[src/rtl/visualizer_pkg.sv]
// Shared constants and helpers for the stereo VU meter: saturating magnitude
// and the log-scale thermometer encoder.
package visualizer_pkg;

  localparam int SAMPLE_W_DEF     = 16;
  localparam int NUM_LIGHTS_DEF   = 10;
  localparam int DECAY_CYCLES_DEF = 1024;
  localparam int DECAY_SHIFT_DEF  = 3;

  // Helpers work on a fixed wide word; callers sign-extend in and truncate out.
  localparam int MAX_W = 32;

  // |s| for a w-bit sample carried sign-extended in MAX_W bits; the most
  // negative w-bit value clamps to 2^(w-1)-1 so the result fits w-1 bits.
  function automatic logic [MAX_W-1:0] sat_abs(input logic signed [MAX_W-1:0] s,
                                               input int unsigned             w);
    logic [MAX_W-1:0] lim;
    logic [MAX_W-1:0] mag;
    lim = (MAX_W'(1) << (w - 1)) - MAX_W'(1);
    mag = s[MAX_W-1] ? $unsigned(-s) : $unsigned(s);
    return (mag > lim) ? lim : mag;
  endfunction

  // Bit k set when env >= 2^(k+ofs); bits at and above n stay 0.
  function automatic logic [MAX_W-1:0] thermo(input logic [MAX_W-1:0] env,
                                              input int unsigned      n,
                                              input int unsigned      ofs);
    logic [MAX_W-1:0] bar;
    bar = '0;
    for (int unsigned k = 0; k < MAX_W; k++) begin
      if (k < n) bar[k] = (env >= (MAX_W'(1) << (k + ofs)));
    end
    return bar;
  endfunction

endpackage

[src/rtl/peak_envelope.sv]
// Peak envelope follower: instant attack, stepped exponential decay driven by
// a free-running tick counter.
module peak_envelope
  import visualizer_pkg::*;
#(
  parameter int W            = SAMPLE_W_DEF - 1,
  parameter int DECAY_CYCLES = DECAY_CYCLES_DEF,
  parameter int DECAY_SHIFT  = DECAY_SHIFT_DEF
) (
  input  logic         clock,
  input  logic         reset,
  input  logic [W-1:0] level,
  output logic [W-1:0] env
);

  localparam int CW = (DECAY_CYCLES > 1) ? $clog2(DECAY_CYCLES) : 1;

  logic [CW-1:0] cnt;
  logic          tick;
  logic [W-1:0]  step;
  logic [W-1:0]  env_next;

  assign tick = (cnt == CW'(DECAY_CYCLES - 1));

  // A step of at least 1 guarantees a silent input decays all the way to 0.
  always_comb begin
    step     = env >> DECAY_SHIFT;
    env_next = env;
    if (step == '0) step = W'(1);
    if (level > env)               env_next = level;
    else if (tick && env != '0)    env_next = env - step;
  end

  always_ff @(posedge clock) begin
    if (!reset) begin
      cnt <= '0;
      env <= '0;
    end else begin
      cnt <= tick ? '0 : cnt + CW'(1);
      env <= env_next;
    end
  end

endmodule

[src/rtl/audio_visualizer.sv]
// Stereo VU meter: |L|,|R| -> mono average -> peak envelope -> log bar graph.
// Four registered stages; a sample at edge N shows on lights after edge N+3.
module audio_visualizer
  import visualizer_pkg::*;
#(
  parameter int SAMPLE_W     = SAMPLE_W_DEF,
  parameter int NUM_LIGHTS   = NUM_LIGHTS_DEF,
  parameter int DECAY_CYCLES = DECAY_CYCLES_DEF,
  parameter int DECAY_SHIFT  = DECAY_SHIFT_DEF
) (
  input  logic                       clock,
  input  logic                       reset,
  input  logic signed [SAMPLE_W-1:0] left,
  input  logic signed [SAMPLE_W-1:0] right,
  output logic [NUM_LIGHTS-1:0]      lights
);

  localparam int MW  = SAMPLE_W - 1;
  localparam int OFS = SAMPLE_W - 1 - NUM_LIGHTS;

  logic [MW-1:0]       mag_l;
  logic [MW-1:0]       mag_r;
  logic [SAMPLE_W-1:0] sum;
  logic [MW-1:0]       mono;
  logic [MW-1:0]       env;

  always_ff @(posedge clock) begin
    if (!reset) begin
      mag_l <= '0;
      mag_r <= '0;
    end else begin
      mag_l <= MW'(sat_abs(MAX_W'(left),  SAMPLE_W));
      mag_r <= MW'(sat_abs(MAX_W'(right), SAMPLE_W));
    end
  end

  // Two (SAMPLE_W-1)-bit magnitudes sum into SAMPLE_W bits without overflow.
  assign sum = {1'b0, mag_l} + {1'b0, mag_r};

  always_ff @(posedge clock) begin
    if (!reset) mono <= '0;
    else        mono <= sum[SAMPLE_W-1:1];
  end

  peak_envelope #(
    .W            (MW),
    .DECAY_CYCLES (DECAY_CYCLES),
    .DECAY_SHIFT  (DECAY_SHIFT)
  ) u_env (
    .clock (clock),
    .reset (reset),
    .level (mono),
    .env   (env)
  );

  always_ff @(posedge clock) begin
    if (!reset) lights <= '0;
    else        lights <= NUM_LIGHTS'(thermo(MAX_W'(env), NUM_LIGHTS, OFS));
  end

endmodule

[config.mk]
export PLATFORM = sky130hd
export DESIGN_NAME = audio_visualizer
export DESIGN_NICKNAME = d
export VERILOG_FILES = /design/src/rtl/visualizer_pkg.sv /design/src/rtl/peak_envelope.sv /design/src/rtl/audio_visualizer.sv
export SDC_FILE = /design/constraint.sdc
export NUM_CORES = 1
export LEC_CHECK = 0
export BUFFER_PORTS_ARGS = -buffer_cell sky130_fd_sc_hd__clkbuf_2
export CORE_UTILIZATION = 55
export CTS_CLUSTER_DIAMETER = 50
export CTS_CLUSTER_SIZE = 25
export DETAILED_ROUTE_END_ITERATION = 10
export PLACE_DENSITY_LB_ADDON = 0.12
export SYNTH_ARGS = -nofsm -noshare
export SYNTH_HDL_FRONTEND = slang
export SYNTH_SLANG_ARGS = --single-unit
[constraint.sdc]
create_clock -name clock -period 4.2 [get_ports clock]
set_clock_uncertainty 0.2 [all_clocks]
set_input_delay 0.42 -clock clock [delete_from_list [all_inputs] [get_ports clock]]
set_output_delay 0.42 -clock clock [all_outputs]
set_load 0.005 [all_outputs]
==> metrics.json, run 1 <==
{
  "fmax_mhz": 278,
  "fin_crit_ns": 3.60,
  "drt-total-wl_um": 11200,
  "grt_use_total_pct": 26.3,
  "grt_pass1_vias": 4061,
  "holdBufCountCts": 0,
  "worstReg2RegStart": "u_env.env[8]$_SDFFE_PN0P_",
  "max_slew_margin_pct": 37.3,
  "power.clock.fraction_pct": 17.6,
  "number_of_enable_flip_flop_cells_after_synthesis": 0,
  "via_total_after_detailed_routing": 4360,
  "min_path_type": "in -> reg",
  "gp_congestion": 0.917,
  "synth_largest_area_cell": "sky130_fd_sc_hd__dfxtp_1",
  "drt.antenna.violating_nets": 0,
  "antenna-diode-count": 0,
  "finalCoreUtilization_pct": 63.9,
  "synth-async-reset-ratio_pct": 0,
  "setup.reg_to_reg.worst_slack_ns": 0.60,
  "syn_area_um2": 4850,
  "cts_tree": "done",
  "ios": 44,
  "finalSetupViolations": 0,
  "path_cells": "nor4_2, nand3_2, nand2_1, ha_1, inv_1, fa_1, a211oi_1, o21a_1, o21ai_0, nand2_1, mux2_2, a31oi_1",
  "timing.critical_path.required_ns": 4.28,
  "clkTransAtPathRegs_ns": 0.09,
  "chipHeight_um": 95.9,
  "syn-instance-count": 579,
  "antenna_found_initial": 0,
  "placement.io_buffers": 43,
  "synth.top_cell.area_share_pct": 33.0,
  "status": "finished, final reports clean",
  "areal_power_density_over_the_cells_nw_per_um2": 641,
  "power.internal_mw": 1.95,
  "nets": 697,
  "cts-root-buf": "sky130_fd_sc_hd__clkbuf_8",
  "dp_hpwl_um": 8480,
  "seq_power_share_pct": 29.7,
  "cts_made_buffers": 9,
  "ys_top_cells_by_count": "sky130_fd_sc_hd__dfxtp_1, sky130_fd_sc_hd__a21oi_1, sky130_fd_sc_hd__nand2_1",
  "detail_route.wl_per_cell_um": 15.4,
  "post_synth.cell_area_avg_um2": 8.38,
  "combinationalPowerShare_pct": 52.7,
  "power.share.switching_pct": 43.1,
  "critical_path_endpoint_category": "flip-flop",
  "route.detailed.vias_per_inst": 6.00,
  "worstSkewPairLatency_ns": 0.35,
  "std_cell_rows": 33,
  "cp_common_cell": "sky130_fd_sc_hd__nand2_1",
  "timing.hold.worst_path_depth": 2,
  "switchingPower_mw": 1.48,
  "core_area_um2": 8380,
  "clockBufferDepth": 2,
  "slowest_stage": "sky130_fd_sc_hd__nor4_2",
  "tritoncts_num_sinks": 80,
  "finalHoldViolations": 0,
  "cp.arrival_ns": 3.69,
  "crit_family": "simple AND/OR/NAND/NOR gates",
  "grt_start_max_net_pins": 56,
  "die_area_um2": 9200,
  "drc": 0,
  "cts_resized": 0,
  "post_synth_num_cell_types": 67,
  "yosysSeqAreaShare_pct": 33.0,
  "max_capacitance_violation_count": 0,
  "initial_core_util_pct": 57.9,
  "syn2layout_area_growth_pct": 10.3,
  "fin_setup_tns_ns": 0,
  "chipWidth_um": 95.9,
  "static-leakage-power_nw": 2.27,
  "critical_path.max_stage_delay_ns": 0.55,
  "r2r_cells": 12,
  "gr-total-overflow": 0,
  "maxSlewViolCount": 0,
  "setup_repair_after_global_routing_missed_its_margin": "no",
  "cts_max_level": 3,
  "timing.critical_path.fanout_max": 5,
  "synth_nets": 659,
  "setup.worst_path.class": "reg -> reg",
  "ys.flop_type": "sky130_fd_sc_hd__dfxtp_1",
  "vdd.ir_drop.worst_uv": 245,
  "critical_path_buffer_and_inverter_count": 1,
  "dr.first_iter.drc_count": 165,
  "post_synth_main_area_contributors": "sky130_fd_sc_hd__dfxtp_1, sky130_fd_sc_hd__ha_1, sky130_fd_sc_hd__a21oi_1",
  "worstMarginPinSlew_ns": 0.938,
  "hold_path_end": "mag_r[14]$_SDFF_PN0_",
  "regToRegEndpoint": "u_env.env[12]$_SDFFE_PN0P_",
  "drtPass1Iterations": 5,
  "min-delay-start": "right[14]",
  "min_period_over_period_pct": 85.7,
  "critical_path.startpoint_type": "flip-flop",
  "number_of_buffers_added_for_setup_after_cts": 0,
  "total_of_flip_flops_plus_latches_after_synthesis": 80,
  "first_pass_grt_wire_length_um": 18600,
  "synth_most_common_cell": "sky130_fd_sc_hd__dfxtp_1",
  "yosysWarningCount": 0,
  "final_layout_size_suffix_gt1_share_pct": 12.2
}
-- power groups by stage --
stage	combinational, mW	clock [mW]	sequential, mW
after global routing	2.03	0.646	1.04
after CTS	1.78	0.614	1.02
after detailed placement	1.77	0	1.03
after floorplan	1.37	0	1.00
final	1.81	0.604	1.02
after global placement	1.74	0	1.02
-- worst register-to-register path, delay by kind of cell (launching register included) --
kind | cells | cell delay [ns]
DFF | 1 | 0.37
buffers and inverters | 1 | 0.05
AOI/OAI and AO/OA | 4 | 0.92
and+or+nand+nor | 4 | 1.08
muxes | 1 | 0.34
adders and majority gates | 2 | 0.58
-- layout make-up --
class / count / area [µm²]
Tap cell: 105 / 131
Clock buffer: 11 / 151
Clock inverter: 5 / 63.8
Sequential cell: 80 / 1600
Fill cell: 726 / 3030
Multi-Input combinational cell: 444 / 3040
Inverter: 37 / 139
Timing Repair Buffer: 45 / 230
-- layer usage --
layer  GRT usage [%]  vias to the layer above  wire, µm  part of all wire (%)
li1                -                     2180         -                     -
met1            30.7                     2008      4700                    42
met2            46.3                      139      5500                    49
met3            3.95                       33       511                   4.6
met4            14.1                        0       480                   4.3
met5               0                        -         0                     0
-- placed cells by master (no fill, tap or decap), drive strengths merged, types with 5 or more instances in the layout --
cell type	count
xor2	29
ha	44
and4	5
o31ai	10
a21o	10
nor4	6
nand3	17
a21oi	62
a31oi	12
mux2i	8
nand4	6
nand2	50
nor2	39
o21ai	36
dfxtp	80
inv	38
clkbuf	54
a311oi	5
nand2b	6
nor2b	5
or3	7
nor3	10
o21a	6
xnor2	10
o211ai	5
-- cell families after synthesis --
| group | after synthesis | synth area share (%) |
|---|---|---|
| AOI/OAI and AO/OA | 177 | 23.0 |
| adders and majority gates | 46 | 12.2 |
| DFF | 80 | 33.0 |
| xor gates and xnor gates | 39 | 7.04 |
| muxes | 10 | 2.11 |
| and+or+nand+nor | 172 | 18.3 |
| buffers and inverters | 55 | 4.41 |
-- through the flow --
step	cell area, µm²	setup WS [ns]	power (mW)	cells	hold WS, ns
final	5350	0.599	3.43	727	0.118
after global routing	5350	0.274	3.72	727	0.114
after CTS	5350	0.633	3.42	727	0.109
after detailed placement	5140	0.647	2.80	711	0.263
after global placement	5140	0.786	2.77	711	0.245
after floorplan	4850	1.00	2.37	579	0.226
-- state kept, by name, indices dropped and copies added, names as in the netlist --
name,flops
mono,15
u_env.cnt,10
mag_r,15
u_env.env,15
mag_l,15
lights,10
-- how the worst max path moves through the flow --
stage	startpoint	endpoint	slack, ns	cells past startpoint
detailed placement	u_env.env[8]$_SDFFE_PN0P_	u_env.env[12]$_SDFFE_PN0P_	0.65	12
floorplan	u_env.env[12]$_SDFFE_PN0P_	u_env.env[12]$_SDFFE_PN0P_	1.00	13
global placement	u_env.env[8]$_SDFFE_PN0P_	u_env.env[12]$_SDFFE_PN0P_	0.79	12
global route	u_env.env[8]$_SDFFE_PN0P_	u_env.env[14]$_SDFFE_PN0P_	0.27	12
finish	u_env.env[8]$_SDFFE_PN0P_	u_env.env[12]$_SDFFE_PN0P_	0.60	12
CTS	u_env.env[8]$_SDFFE_PN0P_	u_env.env[14]$_SDFFE_PN0P_	0.63	12
Power figures use the tool's default switching activity.
==> inputs of run 2 (changes only) <==
ABC_AREA = 1   (was default)
==> run 2 against run 1 <==
Compared with the run above: largest cell class unchanged; count of clock-buffer cells in the layout fell by 1; clock power shrank 0.7%; synthesized cell count grew 48%; final cell count is 42% higher; synthesized area rose by 15%; sequential share of layout area is 3.5 points lower; fmax rose by 25%; register-to-register slack better by 0.72 ns; wire length rose by 12%; core utilization down 2.1 points; power down 5.3%.
==> metrics.json, run 2 <==
{
  "post_synth_num_cell_types": {"value": 42, "change": "-37%"},
  "max_slew_margin": {"value": 46.4, "unit": "%", "change": "+9.0 points"},
  "clkTransAtPathRegs": {"value": 0.08, "unit": "ns", "change": "about the same"},
  "status": "finished, final reports clean",
  "commonest_cells_after_routing_fill_and_taps_aside": "sky130_fd_sc_hd__nand2_1, sky130_fd_sc_hd__inv_1, sky130_fd_sc_hd__nor2_1, sky130_fd_sc_hd__dfxtp_1, sky130_fd_sc_hd__nand3_1",
  "syn-instance-count": {"value": 857, "change": "+48%"},
  "hold_path_end": "mag_r[0]$_SDFF_PN0_",
  "finalHoldViolations": {"value": 0, "change": "unchanged"},
  "synth_most_common_cell": "sky130_fd_sc_hd__nand2_1",
  "tritoncts_num_sinks": {"value": 80, "change": "unchanged"},
  "dp_hpwl": {"value": 10000, "unit": "µm", "change": "+18%"},
  "worstMarginPinSlew": {"value": 0.804, "unit": "ns", "change": "-0.135 ns"},
  "synth-async-reset-ratio": {"value": 0, "unit": "%", "change": "unchanged"},
  "cts_made_buffers": {"value": 9, "change": "unchanged"},
  "fin_crit": {"value": 2.88, "unit": "ns", "change": "-0.718 ns"},
  "worstReg2RegStart": "u_env.env[10]$_SDFFE_PN0P_",
  "total_power": {"value": 3.25, "unit": "mW", "change": "-5.3%"},
  "grt_pass1_vias": {"value": 4995, "change": "+23%"},
  "critical_path_endpoint_category": "flip-flop",
  "timing.hold.worst_path_depth": {"value": 3, "change": "+1"},
  "cp.arrival": {"value": 2.98, "unit": "ns", "change": "-0.71 ns"},
  "clockBufferDepth": {"value": 2, "change": "unchanged"},
  "dr.first_iter.drc_count": {"value": 138, "change": "-16%"},
  "detail_route.wl_per_cell": {"value": 12.2, "unit": "µm", "change": "-21%"},
  "ys_top_cells_by_count": "sky130_fd_sc_hd__nand2_1, sky130_fd_sc_hd__inv_1, sky130_fd_sc_hd__nor2_1",
  "drt.antenna.violating_nets": {"value": 0, "change": "unchanged"},
  "final_layout_size_suffix_gt1_share": {"value": 10.8, "unit": "%", "change": "-1.4 points"},
  "timing.critical_path.required": {"value": 4.29, "unit": "ns", "change": "about the same"},
  "syn2layout_area_growth_pct": 8.68,
  "most_common_cell_after_layout_fill_and_taps_aside": "sky130_fd_sc_hd__nand2_1",
  "holdBufCountCts": {"value": 0, "change": "unchanged"},
  "cts_tree": "done",
  "die_area": {"value": 10500, "unit": "µm²", "change": "+15%"},
  "chipWidth": {"value": 103, "unit": "µm", "change": "+7.1%"},
  "worstSkewPairLatency": {"value": 0.35, "unit": "ns", "change": "about the same"},
  "synth_nets": {"value": 937, "change": "+42%"},
  "grt_use_total": {"value": 26.1, "unit": "%", "change": "-0.25 points"},
  "grt_start_max_net_pins": {"value": 46, "change": "-18%"},
  "cts_resized": {"value": 0, "change": "unchanged"},
  "antenna_found_initial": {"value": 0, "change": "unchanged"},
  "number_of_buffers_added_for_setup_after_cts": {"value": 0, "change": "unchanged"},
  "ios": {"value": 44, "change": "unchanged"},
  "via_total_after_detailed_routing": {"value": 5299, "change": "+22%"},
  "post_synth_main_area_contributors": "sky130_fd_sc_hd__dfxtp_1, sky130_fd_sc_hd__nand2_1, sky130_fd_sc_hd__ha_1",
  "post_synth.cell_area_avg": {"value": 6.51, "unit": "µm²", "change": "-22%"},
  "gr-total-overflow": {"value": 0, "change": "unchanged"},
  "chipHeight": {"value": 103, "unit": "µm", "change": "+7.1%"},
  "max_capacitance_violation_count": {"value": 0, "change": "unchanged"},
  "gp_congestion": {"value": 0.882, "change": "-3.8%"},
  "regToRegEndpoint": "u_env.env[12]$_SDFFE_PN0P_",
  "nets": {"value": 974, "change": "+40%"},
  "maxSlewViolCount": {"value": 0, "change": "unchanged"},
  "yosysSeqAreaShare": {"value": 28.7, "unit": "%", "change": "-4.3 points"},
  "fin_setup_tns": {"value": 0, "unit": "ns", "change": "unchanged"},
  "areal_power_density_over_the_cells": {"value": 536, "unit": "nW/µm²", "change": "-16%"},
  "placement.io_buffers": {"value": 43, "change": "unchanged"},
  "number_of_enable_flip_flop_cells_after_synthesis": {"value": 0, "change": "unchanged"},
  "vdd.ir_drop.worst": {"value": 292, "unit": "µV", "change": "+19%"},
  "ys.flop_type": "sky130_fd_sc_hd__dfxtp_1",
  "fmax": {"value": 347, "unit": "MHz", "change": "+25%"},
  "timing.critical_path.fanout_max": {"value": 5, "change": "unchanged"},
  "cts_max_level": {"value": 3, "change": "unchanged"},
  "synth_largest_area_cell": "sky130_fd_sc_hd__dfxtp_1",
  "drc": {"value": 0, "change": "unchanged"},
  "first_pass_grt_wire_length": {"value": 21300, "unit": "µm", "change": "+15%"},
  "cts-root-buf": "sky130_fd_sc_hd__clkbuf_8",
  "min-delay-start": "right[0]",
  "total_of_flip_flops_plus_latches_after_synthesis": {"value": 80, "change": "unchanged"},
  "setup.worst_path.class": "reg -> reg",
  "r2r_cells": {"value": 19, "change": "+7"},
  "syn_area": {"value": 5580, "unit": "µm²", "change": "+15%"},
  "min_path_type": "in -> reg",
  "min_period_over_period": {"value": 68.7, "unit": "%", "change": "-17 points"},
  "setup_repair_after_global_routing_missed_its_margin": "no",
  "critical_path.startpoint_type": "flip-flop",
  "std_cell_rows": {"value": 36, "change": "+9.1%"},
  "antenna-diode-count": {"value": 0, "change": "unchanged"},
  "setup.reg_to_reg.worst_slack": {"value": 1.32, "unit": "ns", "change": "+0.72 ns"},
  "yosysWarningCount": {"value": 0, "change": "unchanged"},
  "core_area": {"value": 9820, "unit": "µm²", "change": "+17%"},
  "critPathLaunch": "u_env.env[10]$_SDFFE_PN0P_",
  "finalSetupViolations": {"value": 0, "change": "unchanged"},
  "drtPass1Iterations": {"value": 5, "change": "unchanged"},
  "synth.top_cell.area_share": {"value": 28.7, "unit": "%", "change": "-4.3 points"},
  "initial_core_util": {"value": 56.8, "unit": "%", "change": "-1.1 points"},
  "drt-total-wl": {"value": 12600, "unit": "µm", "change": "+12%"},
  "route.detailed.vias_per_inst": {"value": 5.14, "change": "-14%"},
  "static-leakage-power": {"value": 3.13, "unit": "nW", "change": "+38%"}
}
-- run 2: changes by cell type in the layout (fill, tap and decap cells not counted), moves of 6 or more --
cell	previous run	this run
sky130_fd_sc_hd__xnor2_1	10	1
sky130_fd_sc_hd__nand2b_1	6	0
sky130_fd_sc_hd__a21o_1	10	2
sky130_fd_sc_hd__mux2i_1	8	0
sky130_fd_sc_hd__o21ai_1	6	0
sky130_fd_sc_hd__nand2_1	50	202
sky130_fd_sc_hd__nor2_1	39	120
sky130_fd_sc_hd__nor2_2	0	7
sky130_fd_sc_hd__or3_1	7	0
sky130_fd_sc_hd__inv_1	36	127
sky130_fd_sc_hd__xor2_1	29	15
sky130_fd_sc_hd__nand3_1	15	68
sky130_fd_sc_hd__o31ai_1	10	2
sky130_fd_sc_hd__a21oi_1	62	54
-- run 2: per-layer routing --
metal | part of all wire [%] | GRT usage [%] | vias up | routed length (µm)
met5 | 0 | 0 | - | 0
met4 | 2.7 | 11.3 | 0 | 344
met3 | 2.9 | 4.41 | 24 | 370
met2 | 51 | 49.6 | 102 | 6420
met1 | 43 | 28.1 | 2372 | 5430
li1 | - | - | 2801 | -
-- run 2: logic make-up after synthesis --
family                     Yosys count  synth area share (%)
buffers and inverters              151                  10.9
xor gates and xnor gates            16                  2.51
AOI/OAI and AO/OA                  113                  11.3
and+or+nand+nor                    451                  36.0
DFF                                 80                  28.7
adders and majority gates           46                  10.6
-- run 2: where the power goes --
| group | switching (mW) | internal, mW |
|---|---|---|
| Sequential | 0.0777 | 0.869 |
| Clock | 0.269 | 0.331 |
| Combinational | 1.11 | 0.597 |
-- run 2: worst max-delay path by stage --
stage,to,slack (ns),cells after the start
after detailed placement,u_env.env[12]$_SDFFE_PN0P_,1.36,19
after global placement,u_env.env[12]$_SDFFE_PN0P_,1.48,16
after floorplan,u_env.env[4]$_SDFFE_PN0P_,1.72,17
after CTS,u_env.env[12]$_SDFFE_PN0P_,1.33,19
final,u_env.env[12]$_SDFFE_PN0P_,1.32,19
after global routing,u_env.env[8]$_SDFFE_PN0P_,1.03,19
-- run 2: stage by stage --
stage          instance area, µm²  setup WS, ns  hold slack [ns]  util (%)  cells
6_report                     6060          1.32            0.139      61.7   1031
5_1_grt                      6060          1.03            0.143      61.7   1031
4_1_cts                      6060          1.33            0.124      61.7   1031
3_5_place_dp                 5850          1.36            0.240      59.6   1016
3_3_place_gp                 5850          1.48            0.232      59.6   1016
2_1_floorplan                5580          1.72            0.218         -    857
-- run 2: layout make-up --
class | instances | area, µm²
Clock buffer | 10 | 128
Fill cell | 977 | 3760
Clock inverter | 5 | 82.6
Tap cell | 133 | 166
Sequential cell | 80 | 1600
Inverter | 134 | 503
Multi-Input combinational cell | 626 | 3370
Timing Repair Buffer | 43 | 215
-- run 2: critical path, cell delays in order (launching register included) --
cell,delay [ns]
sky130_fd_sc_hd__dfxtp_1,0.36
sky130_fd_sc_hd__inv_1,0.09
sky130_fd_sc_hd__nand2_1,0.12
sky130_fd_sc_hd__nor2_1,0.12
sky130_fd_sc_hd__inv_1,0.09
sky130_fd_sc_hd__o31ai_1,0.27
sky130_fd_sc_hd__ha_1,0.20
sky130_fd_sc_hd__inv_1,0.07
sky130_fd_sc_hd__fa_1,0.42
sky130_fd_sc_hd__nand2_1,0.09
sky130_fd_sc_hd__nand3_1,0.11
sky130_fd_sc_hd__nand3_1,0.12
sky130_fd_sc_hd__nand2_1,0.10
sky130_fd_sc_hd__nand2_1,0.09
sky130_fd_sc_hd__nand2_1,0.05
sky130_fd_sc_hd__nand2_1,0.06
sky130_fd_sc_hd__nand2_1,0.05
sky130_fd_sc_hd__nor2_1,0.09
sky130_fd_sc_hd__nor2_1,0.05
sky130_fd_sc_hd__nor2_1,0.08
==> inputs of run 3 (changes only) <==
ABC_AREA = 0   (was 1)
CORE_UTILIZATION = 54   (was 55)
clock period = 2.4 ns   (was 4.2 ns; I/O delays follow)
==> run 3 against run 2 <==
Compared with the run above: highest routed layer unchanged; non-clock buffer count increased by 67; first-iteration DRC count fell by 12%; critical path type unchanged; global-route usage rose by 0.089 points; the flow now finishes with violations (setup timing); register-to-register slack got worse by 1.7 ns; final cell count shrank 23%; core utilization increased by 7.5 points; sequential power rose by 84%; wire length decreased by 6.0%; flip-flop and latch count unchanged.
==> metrics.json, run 3 (same netlist as run 1, synthesis figures left out) <==
{
  "n_fill_cell": {"value": 721, "change": "-26%"},
  "gr-total-overflow": {"value": 0, "change": "unchanged"},
  "fin_crit": {"value": 2.79, "unit": "ns", "change": "-0.0955 ns"},
  "route.detailed.vias_per_inst": {"value": 5.63, "change": "+9.4%"},
  "antenna-diode-count": {"value": 0, "change": "unchanged"},
  "dr.first_iter.drc_count": {"value": 122, "change": "-12%"},
  "cts-root-buf": "sky130_fd_sc_hd__clkbuf_8",
  "max_capacitance_violation_count": {"value": 0, "change": "unchanged"},
  "core_area": {"value": 8720, "unit": "µm²", "change": "-11%"},
  "std_cell_rows": {"value": 34, "change": "-5.6%"},
  "worstSkewPairLatency": {"value": 0.36, "unit": "ns", "change": "about the same"},
  "cp.arrival": {"value": 2.88, "unit": "ns", "change": "-0.10 ns"},
  "min_period_over_period": {"value": 116, "unit": "%", "change": "+48 points"},
  "setup.worst_path.class": "reg -> reg",
  "placement.setup.worst_slack": {"value": -0.495, "unit": "ns", "change": "-1.86 ns"},
  "switchingPower": {"value": 3.08, "unit": "mW", "change": "+110%"},
  "final_layout_size_suffix_gt1_share": {"value": 24.3, "unit": "%", "change": "+14 points"},
  "maxSlewViolCount": {"value": 0, "change": "unchanged"},
  "ff_latch_area": {"value": 1610, "unit": "µm²", "change": "+0.23%"},
  "cts_tree": "done",
  "tritoncts_num_sinks": {"value": 80, "change": "unchanged"},
  "post_layout_worst_setup_margin": {"value": -0.388, "unit": "ns", "change": "-1.70 ns"},
  "drt.antenna.violating_nets": {"value": 0, "change": "unchanged"},
  "finalSetupViolations": {"value": 15, "change": "+15"},
  "multi_input_combinational_cell_area": {"value": 3200, "unit": "µm²", "change": "-4.8%"},
  "initial_core_util": {"value": 55.6, "unit": "%", "change": "-1.2 points"},
  "min_path_type": "in -> reg",
  "seq_power_share": {"value": 23.8, "unit": "%", "change": "-5.3 points"},
  "timing.critical_path.required": {"value": 2.49, "unit": "ns", "change": "-1.80 ns"},
  "syn2layout_area_growth_pct": 24.5,
  "setup_repair_after_global_routing_missed_its_margin": "yes",
  "worstMarginPinSlew": {"value": 0.813, "unit": "ns", "change": "+0.00906 ns"},
  "combinationalPowerShare": {"value": 61.7, "unit": "%", "change": "+9.3 points"},
  "most_common_cell_after_layout_fill_and_taps_aside": "sky130_fd_sc_hd__dfxtp_1",
  "drc": {"value": 0, "change": "unchanged"},
  "detail_route.wl_per_cell": {"value": 14.9, "unit": "µm", "change": "+22%"},
  "chipHeight": {"value": 96.8, "unit": "µm", "change": "-5.8%"},
  "final_area": {"value": 6040, "unit": "µm²", "change": "-0.37%"},
  "dpl-instance-area": {"value": 5540, "unit": "µm²", "change": "-5.3%"},
  "dp_hpwl": {"value": 8870, "unit": "µm", "change": "-11%"},
  "fmax": {"value": 359, "unit": "MHz", "change": "+3.4%"},
  "failed_checks": "setup timing",
  "critical_path.startpoint_type": "flip-flop",
  "timing.hold.worst_path_depth": {"value": 3, "change": "unchanged"},
  "clockBufferDepth": {"value": 2, "change": "unchanged"},
  "drt-total-wl": {"value": 11800, "unit": "µm", "change": "-6.0%"},
  "gp_congestion": {"value": 0.863, "change": "-2.2%"},
  "clkTransAtPathRegs": {"value": 0.09, "unit": "ns", "change": "about the same"},
  "grt_start_max_net_pins": {"value": 47, "change": "+2.2%"},
  "antenna_found_initial": {"value": 0, "change": "unchanged"},
  "cts_made_buffers": {"value": 9, "change": "unchanged"},
  "holdWs": {"value": 0.00381, "unit": "ns", "change": "-0.135 ns"},
  "static-leakage-power": {"value": 2.61, "unit": "nW", "change": "-17%"},
  "placement.io_buffers": {"value": 43, "change": "unchanged"},
  "max_slew_margin": {"value": 45.7, "unit": "%", "change": "-0.61 points"},
  "chipWidth": {"value": 96.8, "unit": "µm", "change": "-5.8%"},
  "die_area": {"value": 9370, "unit": "µm²", "change": "-11%"},
  "commonest_cells_after_routing_fill_and_taps_aside": "sky130_fd_sc_hd__dfxtp_1, sky130_fd_sc_hd__a21oi_1, sky130_fd_sc_hd__buf_4, sky130_fd_sc_hd__nand2_1",
  "power.clock.fraction": {"value": 14.5, "unit": "%", "change": "-4.0 points"},
  "status": "complete, but fails checks",
  "r2r_cells": {"value": 12, "change": "-7"},
  "grt_pass1_vias": {"value": 4347, "change": "-13%"},
  "via_total_after_detailed_routing": {"value": 4472, "change": "-16%"},
  "power.internal": {"value": 4.23, "unit": "mW", "change": "+140%"},
  "finalHoldViolations": {"value": 0, "change": "unchanged"},
  "areal_power_density_over_the_cells": {"value": 1210, "unit": "nW/µm²", "change": "+130%"},
  "grt_use_total": {"value": 26.1, "unit": "%", "change": "+0.089 points"},
  "ios": {"value": 44, "change": "unchanged"},
  "vdd.ir_drop.worst": {"value": 568, "unit": "µV", "change": "+95%"},
  "nets": {"value": 762, "change": "-22%"},
  "cts_max_level": {"value": 3, "change": "unchanged"},
  "power.share.switching": {"value": 42.1, "unit": "%", "change": "-2.6 points"},
  "first_pass_grt_wire_length": {"value": 19900, "unit": "µm", "change": "-6.9%"},
  "drtPass1Iterations": {"value": 4, "change": "-1"},
  "critical_path_endpoint_category": "flip-flop",
  "timing.critical_path.fanout_max": {"value": 3, "change": "-2"}
}
## run 3: cell count changes in the layout (fill, tap and decap cells not counted), sizes merged, moves of 9 or more
cell | before | now
xor2 | 15 | 29
nand3 | 75 | 17
inv | 133 | 41
nor2 | 132 | 39
xnor2 | 1 | 10
nand2 | 209 | 50
buf | 0 | 62
## run 3: layer usage
metal	up-vias	part of all wire [%]	track usage, %
met5	-	0	0
met4	0	3.6	12.7
met3	28	2.8	3.83
met2	86	50	45.9
met1	2049	43	31.1
li1	2309	-	-
## run 3: repair_timing
item,CTS,global route
gates resized for setup,26,12
hold buffers,5,0
buffers inserted,16,3
hold endpoints to repair,5,0
endpoints found under the setup margin,17,19
pin swaps,27,22
## run 3: power by group through the flow
| stage | combinational, mW | clock, mW | sequential [mW] |
|---|---|---|---|
| finish | 4.52 | 1.06 | 1.74 |
| global route | 4.94 | 1.14 | 1.77 |
| CTS | 4.23 | 1.07 | 1.74 |
| detailed placement | 3.83 | 0 | 1.76 |
| global placement | 3.78 | 0 | 1.75 |
| floorplan | 2.48 | 0 | 1.77 |
## run 3: worst max-delay path: stages, from the launching register on
cell and delay, ns:
sky130_fd_sc_hd__dfxtp_2 0.35, sky130_fd_sc_hd__nor4_4 0.30, sky130_fd_sc_hd__nand3_2 0.14, sky130_fd_sc_hd__nand2_2 0.10, sky130_fd_sc_hd__ha_4 0.13, sky130_fd_sc_hd__inv_2 0.04, sky130_fd_sc_hd__fa_2 0.38, sky130_fd_sc_hd__a211oi_4 0.24
sky130_fd_sc_hd__o21a_1 0.19, sky130_fd_sc_hd__o21ai_2 0.09, sky130_fd_sc_hd__nand2_2 0.10, sky130_fd_sc_hd__mux2_4 0.31, sky130_fd_sc_hd__a31oi_1 0.15
## run 3: area by class of cell
class	count	share of cell area [%]
Clock buffer	10	2.28
Clock inverter	6	1.20
Inverter	37	2.30
Multi-Input combinational cell	444	53.1
Sequential cell	80	26.6
Tap cell	108	2.24
Timing Repair Buffer	110	12.3
## run 3: final timing paths
kind	start	slack [ns]	end
hold / removal	left[0]	0.004	mag_l[0]$_SDFF_PN0_
setup reg to reg	u_env.env[11]$_SDFFE_PN0P_	-0.39	u_env.env[12]$_SDFFE_PN0P_
hold reg to reg	mono[7]$_SDFF_PN0_	0.29	u_env.env[7]$_SDFFE_PN0P_
setup / recovery	u_env.env[11]$_SDFFE_PN0P_	-0.39	u_env.env[12]$_SDFFE_PN0P_
## run 3: stage by stage
step	power [mW]	setup TNS, ns	utilization, %	std cells
final	7.32	-3.99	69.3	795
after global routing	7.84	-5.31	69.3	795
after CTS	7.04	-2.38	68.3	792
after detailed placement	5.59	-2.54	63.6	763
after global placement	5.52	-2.06	63.6	763
after floorplan	4.25	-1.65	-	579
